==> src/rtl/periph_demux_multi.sv <==
// periph_demux_multi: routes one core data port to NB_TARGETS peripheral targets
// by address window, tracks in-order outstanding transactions in a small
// destination FIFO, and answers unmapped accesses with an error response.
module periph_demux_multi #(
  parameter int                    ADDR_WIDTH      = 32,
  parameter int                    DATA_WIDTH      = 32,
  parameter int                    BE_WIDTH        = DATA_WIDTH / 8,
  parameter int                    NB_TARGETS      = 4,
  parameter int                    SEL_LSB         = 10,
  parameter int                    SEL_WIDTH       = 4,
  parameter logic [ADDR_WIDTH-1:0] REGION_MASK     = 32'h000F_C000,
  parameter logic [ADDR_WIDTH-1:0] REGION_VALUE    = 32'h0000_4000,
  parameter int                    MAX_OUTSTANDING = 2
) (
  input  logic                             clk,
  input  logic                             rst_i,
  input  logic                             data_req_i,
  input  logic [ADDR_WIDTH-1:0]            data_add_i,
  input  logic                             data_wen_i,
  input  logic [DATA_WIDTH-1:0]            data_wdata_i,
  input  logic [BE_WIDTH-1:0]              data_be_i,
  output logic                             data_gnt_o,
  output logic                             data_r_valid_o,
  output logic [DATA_WIDTH-1:0]            data_r_rdata_o,
  output logic                             data_r_opc_o,
  output logic [NB_TARGETS-1:0]            tgt_req_o,
  output logic [ADDR_WIDTH-1:0]            tgt_add_o,
  output logic                             tgt_wen_o,
  output logic [DATA_WIDTH-1:0]            tgt_wdata_o,
  output logic [BE_WIDTH-1:0]              tgt_be_o,
  input  logic [NB_TARGETS-1:0]            tgt_gnt_i,
  input  logic [NB_TARGETS-1:0]            tgt_r_valid_i,
  input  logic [NB_TARGETS*DATA_WIDTH-1:0] tgt_r_rdata_i,
  input  logic [NB_TARGETS-1:0]            tgt_r_opc_i,
  output logic                             stray_resp_o
);

  localparam int PTR_W = (MAX_OUTSTANDING > 1) ? $clog2(MAX_OUTSTANDING) : 1;
  localparam int CNT_W = $clog2(MAX_OUTSTANDING + 1);

  // A FIFO entry is {unmapped flag, target select}; the select is ignored when the flag is set.
  logic [SEL_WIDTH:0]   fifo [MAX_OUTSTANDING];
  logic [PTR_W-1:0]     wr_ptr;
  logic [PTR_W-1:0]     rd_ptr;
  logic [CNT_W-1:0]     count;

  logic                 hit;
  logic [SEL_WIDTH-1:0] sel;
  logic                 mapped;
  logic                 full;
  logic                 empty;
  logic                 push;
  logic                 pop;
  logic [SEL_WIDTH:0]   head;

  function automatic logic [PTR_W-1:0] next_ptr(input logic [PTR_W-1:0] ptr);
    return (ptr == PTR_W'(MAX_OUTSTANDING - 1)) ? '0 : ptr + PTR_W'(1);
  endfunction

  assign hit    = (data_add_i & REGION_MASK) == REGION_VALUE;
  assign sel    = data_add_i[SEL_LSB +: SEL_WIDTH];
  assign mapped = hit && (32'(sel) < NB_TARGETS);
  assign full   = (count == CNT_W'(MAX_OUTSTANDING));
  assign empty  = (count == '0);
  assign head   = fifo[rd_ptr];

  assign tgt_add_o   = data_add_i;
  assign tgt_wen_o   = data_wen_i;
  assign tgt_wdata_o = data_wdata_i;
  assign tgt_be_o    = data_be_i;

  assign push = data_req_i && data_gnt_o;
  assign pop  = data_r_valid_o;

  // Request path: forward to the selected target, or self-grant unmapped accesses; block everything when full.
  always_comb begin
    tgt_req_o  = '0;
    data_gnt_o = 1'b0;
    if (!full) begin
      if (mapped) begin
        for (int k = 0; k < NB_TARGETS; k++) begin
          if (sel == SEL_WIDTH'(k)) begin
            tgt_req_o[k] = data_req_i;
            data_gnt_o   = tgt_gnt_i[k];
          end
        end
      end else begin
        data_gnt_o = data_req_i;
      end
    end
  end

  // Response path: select the FIFO head target, synthesise the error response, flag responses from anyone else.
  always_comb begin
    data_r_valid_o = 1'b0;
    data_r_rdata_o = '0;
    data_r_opc_o   = 1'b0;
    stray_resp_o   = 1'b0;
    for (int k = 0; k < NB_TARGETS; k++) begin
      if (!empty && !head[SEL_WIDTH] && head[SEL_WIDTH-1:0] == SEL_WIDTH'(k)) begin
        data_r_valid_o = tgt_r_valid_i[k];
        data_r_rdata_o = tgt_r_rdata_i[k*DATA_WIDTH +: DATA_WIDTH];
        data_r_opc_o   = tgt_r_opc_i[k];
      end else if (tgt_r_valid_i[k]) begin
        stray_resp_o = 1'b1;
      end
    end
    if (!empty && head[SEL_WIDTH]) begin
      data_r_valid_o = 1'b1;
      data_r_opc_o   = 1'b1;
    end
  end

  // Destination storage is written on every accepted request; contents need no reset.
  always_ff @(posedge clk) begin
    if (push) begin
      fifo[wr_ptr] <= {!mapped, sel};
    end
  end

  // Pointer and occupancy bookkeeping; a simultaneous push and pop leaves the count unchanged.
  always_ff @(posedge clk) begin
    if (rst_i) begin
      wr_ptr <= '0;
      rd_ptr <= '0;
      count  <= '0;
    end else begin
      if (push) begin
        wr_ptr <= next_ptr(wr_ptr);
      end
      if (pop) begin
        rd_ptr <= next_ptr(rd_ptr);
      end
      case ({push, pop})
        2'b10:   count <= count + CNT_W'(1);
        2'b01:   count <= count - CNT_W'(1);
        default: count <= count;
      endcase
    end
  end

`ifndef SYNTHESIS
  // Sanity checks on configuration and FIFO usage.
  always_ff @(posedge clk) begin
    if (!rst_i) begin
      assert (NB_TARGETS <= 2 ** SEL_WIDTH);
      assert (!(push && full));
      assert (!(pop && empty));
    end
  end
`endif

endmodule

==> config.mk <==
export PLATFORM = sky130hd
export DESIGN_NAME = periph_demux_multi
export DESIGN_NICKNAME = d
export VERILOG_FILES = /design/src/rtl/periph_demux_multi.sv
export SDC_FILE = /design/constraint.sdc
export NUM_CORES = 1
export LEC_CHECK = 0
export CAP_MARGIN = 5
export CORE_AREA = 2 2 124 126
export DETAILED_ROUTE_END_ITERATION = 12
export DIE_AREA = 0 0 126 128
export PLACE_DENSITY = 0.65
export SYNTH_ARGS = -nofsm -noshare
export SYNTH_HDL_FRONTEND = slang
export SYNTH_SLANG_ARGS = --single-unit
==> constraint.sdc <==
create_clock -name clk -period 3.2 [get_ports clk]
set_input_delay 0.96 -clock clk [delete_from_list [all_inputs] [get_ports clk]]
set_output_delay 0.96 -clock clk [all_outputs]
set_load 0.005 [all_outputs]
==> parameters.txt <==
Parameter                              Value

Setup path
  Data arrival time of the critical path ... 2.27 ns
  Type of origin of the critical path ... input port
  Crit path buf inv count ... 4
  Setup crit start ... data_add_i[16]
  Most common cell on crit path ... buf_6
  Capturing point of the worst reg2reg path ... count[1]
  Maximum net fanout on the critical path ... 3
  Cell at the slowest stage of the critical path ... nor4_2
  Critical-path cell list ... buf_6, nor4b_4, nand2_1, nor4_2, buf_4, buf_6, and3b_1, buf_2
  Worst setup path class ... input port to output pin
  Cells on worst reg2reg path ... 9
  Data required time at the worst endpoint ... 2.24 ns
  Critical path capture point type ... output pin
  Slowest stage delay, CP ... 0.31 ns
  Setup slack of the most critical reg-to-reg path ... 0.89 ns
  Family of cells with the greatest summed delay on the critical path ... simple AND/OR/NAND/NOR gates

Cells and area
  Number of nets in the finished design ... 610
  Storage element area ... 401.6 um^2
  Finished layout cell area ... 4478 um^2
  Synth-to-layout area growth ... 79.49%
  Share of final-layout standard cells stronger than drive strength 1 ... 26.26%
  Total of fill cells in the finished design ... 1539
  Final core utilization ... 30.13%
  Multi-input logic area ... 1519 um^2

CTS
  Clk root buf ... clkbuf_16
  Clock latency at the later pin of the worst-skew pair ... 0.24 ns
  Buffers from clock root to sink, at most ... 2
  Sinks on the clock net ... 15
  Clock tree from TritonCTS ... done
  Clock transition at path regs ... 0.04 ns
  H-Tree Level Count ... 1
  Number of buffers inserted during clock tree synthesis ... 3

Worst hold path
  Number of cells on the worst hold path ... 2
  Hold Path Sink ... rd_ptr
  Hold path startpoint ... rd_ptr
  Class of the tightest hold or removal check ... register to register

Timing
  Final critical-path required period ... 3.226 ns
  Layout Skew ... 0.001469 ns
  Setup repair after global routing missed its margin ... yes
  Worst max-slew margin expressed relative to the limit ... 71.94%
  Period utilisation layout ... 100.8%
  Final-report max-slew violation count ... 0
  Setup slack after layout ... -0.02581 ns
  Max Clock Freq ... 310.0 MHz
  Number of hold violations in the final report ... 0
  Setup-violating endpoint count in the final report ... 4
  Transition time of the tightest slew-check pin ... 0.4193 ns

Die
  I/O pin count ... 321
  Total Die Area ... 16130 um^2
  Width of the die ... 126 um
  Initial core utilization ... 16.78%
  Die span in y ... 128 um
  Area inside the core boundary ... 14860 um^2
  Rows ... 45

Synth
  Post-synthesis instance area ... 2495 um^2
  Synthesis warning total ... 0
  Distinct cells, synth ... 45
  Syn_area_per_cell ... 10.48 um^2
  Most common flop cell mapped by yosys ... edfxtp_1
  Part of the Yosys area used for sequential elements ... 16.05%
  Synthesized netlist net count ... 451
  Synthesized flop and latch total ... 15
  Post-synth EDFFs ... 10
  Gate count of the mapped netlist ... 238
  Share of flip-flops with an asynchronous set or reset ... 0%

Global route
  Grt ovf ... 0
  Maximum number of pins on one net before global-route repair ... 35
  Initial antenna violation count ... 1
  Wire length of the first global-routing pass ... 15.87 mm
  Overall Global Routing Usage ... 12.78%
  Via count of the first global-routing pass ... 2700

Status
  Failing checks ... setup timing
  Outcome ... complete, but fails checks

Routing
  First drt pass iteration count ... 4
  Routed vias ... 2536
  Post-route DRC violation count ... 0
  Initial drt markers ... 82
  Overall routed net length ... 11.17 mm
  Via density ... 4.335
  Routed WL per cell ... 19.09 um
  Antenna Violating Nets Remaining ... 0

Power and ir drop
  P_leak ... 1.726 nW
  Maximum vdd drop ... 427.5 uV
  Relative contribution of sequential cells to total power ... 16.2%
  Internal power of the cells ... 1.219 mW
  Power density of the placed cells ... 401.5 nW/um^2
  Clock power frac ... 13.2%
  Combinational Power Share ... 70.6%
  Net switching power of the design ... 0.5790 mW
  Switch share ... 32.20%

Place
  Number of buffer cells added on primary ports ... 202
  Post-Place Worst Slack ... -0.7470 ns
  Routability cong. ... 0.8320
  Detailed placement HPWL ... 9.274 mm
  Placed cell areas ... 4363 um^2

Flow run
  # Max-Cap Violations ... 0
==> synthesized netlist by cell type, types with 3 or more instances <==
cell | number | area share (%)
buf_4 | 69 | 21
nor2b_1 | 34 | 8.5
mux4_2 | 21 | 19
mux4_1 | 12 | 13
nor2_1 | 11 | 1.7
edfxtp_1 | 10 | 12
a21oi_1 | 6 | 1.2
buf_2 | 5 | 1.0
dfxtp_1 | 5 | 4.0
inv_1 | 5 | 0.75
nand2b_1 | 4 | 1.0
nand3_1 | 4 | 0.80
o21ai_0 | 4 | 0.80
buf_6 | 3 | 1.4
clkbuf_1 | 3 | 0.45
nand2_1 | 3 | 0.45
==> worst min-delay path, stage by stage, from the launching register on <==
cell and delay [ns]:
dfxtp_1 0.31, nand3b_1 0.10, nand3_1 0.08
==> flip-flops by register name, summed over array words and instances, names as in the netlist, named ones only <==
register,cells
wr_ptr,1
fifo,10
rd_ptr,1
count,2
==> repair_timing <==
| item | CTS | global route |
|---|---|---|
| gates cloned | 1 | 0 |
| setup endpoints to repair | 40 | 38 |
| resized for setup | 143 | 31 |
| buffers inserted | 7 | 2 |
| pin swaps | 8 | 6 |
| hold buffers | 0 | 0 |
==> area by class of cell <==
| cell class | instances | share of cell area [%] |
|---|---|---|
| antenna | 1 | 0.05588 |
| clock buffer | 4 | 1.760 |
| inverter | 5 | 0.4191 |
| multi-input combinational | 137 | 33.92 |
| sequential | 15 | 8.969 |
| tap | 188 | 5.253 |
| timing repair buffer | 235 | 49.62 |
==> cells in the final DEF (no fill, tap or decap), drive strengths merged, types with 2 or more instances in the layout <==
cell type and n:
clkdlybuf4s50 141, buf 48, nor2b 34, mux4 33
clkdlybuf4s15 20, clkbuf 14, nor2 11, edfxtp 10
dlygate4sd2 8, dlymetal6s2s 7, a21oi 6, inv 5
dfxtp 5, nand3 4, nand2b 4, o21ai 4
mux2i 4, nand2 3, and3 2, o32ai 2
o211ai 2, nor3 2, nor4 2, a32o 2
o22ai 2, xnor2 2, nor3b 2
==> power groups by stage <==
stage	clock network, mW	registers (mW)	logic [mW]
3_3_place_gp	0	0.290	1.15
4_1_cts	0.241	0.288	1.26
6_report	0.237	0.292	1.27
5_1_grt	0.250	0.296	1.37
2_1_floorplan	0	0.286	0.789
3_5_place_dp	0	0.292	1.18
==> per-stage QoR <==
step	TNS, ns	hold WS (ns)	std cells	total power [mW]
2_1_floorplan	0	0.4853	238	1.075
3_3_place_gp	-10.43	0.5259	571	1.442
3_5_place_dp	-11.11	0.5403	571	1.472
4_1_cts	-0.009495	0.5491	583	1.794
5_1_grt	-0.3841	0.5832	585	1.913
6_report	-0.05385	0.5476	585	1.798
==> kinds of logic (layout without fill, tap and decap cells) <==
group,after synthesis,after routing,synth area share [%]
buf+inv,86,244,24.92
simple gates,72,72,16.90
mux,37,37,33.85
compound gates,24,24,6.721
flops,15,15,16.05
xor+xnor,3,3,1.053
fa+ha+maj,1,1,0.5014
other cells,0,1,0
==> worst max path at each step <==
stage / endpoint / slack, ns / depth (start not counted)
3_5_place_dp: tgt_req_o[0] / -0.75 / 7
2_1_floorplan: tgt_req_o[0] / 0.24 / 4
5_1_grt: tgt_req_o[1] / -0.11 / 8
4_1_cts: data_r_rdata_o[9] / -0.008 / 4
3_3_place_gp: tgt_req_o[0] / -0.69 / 7
6_report: tgt_req_o[1] / -0.03 / 8
==> per-layer routing <==
layer	global-route usage (%)	wire, um	share of wire, %
met5	0.3096	0	0
met4	3.878	213	1.9
met3	4.299	1131	10
met2	23.43	5782	52
met1	13.92	4040	36
(Power assumes the default switching activity.)
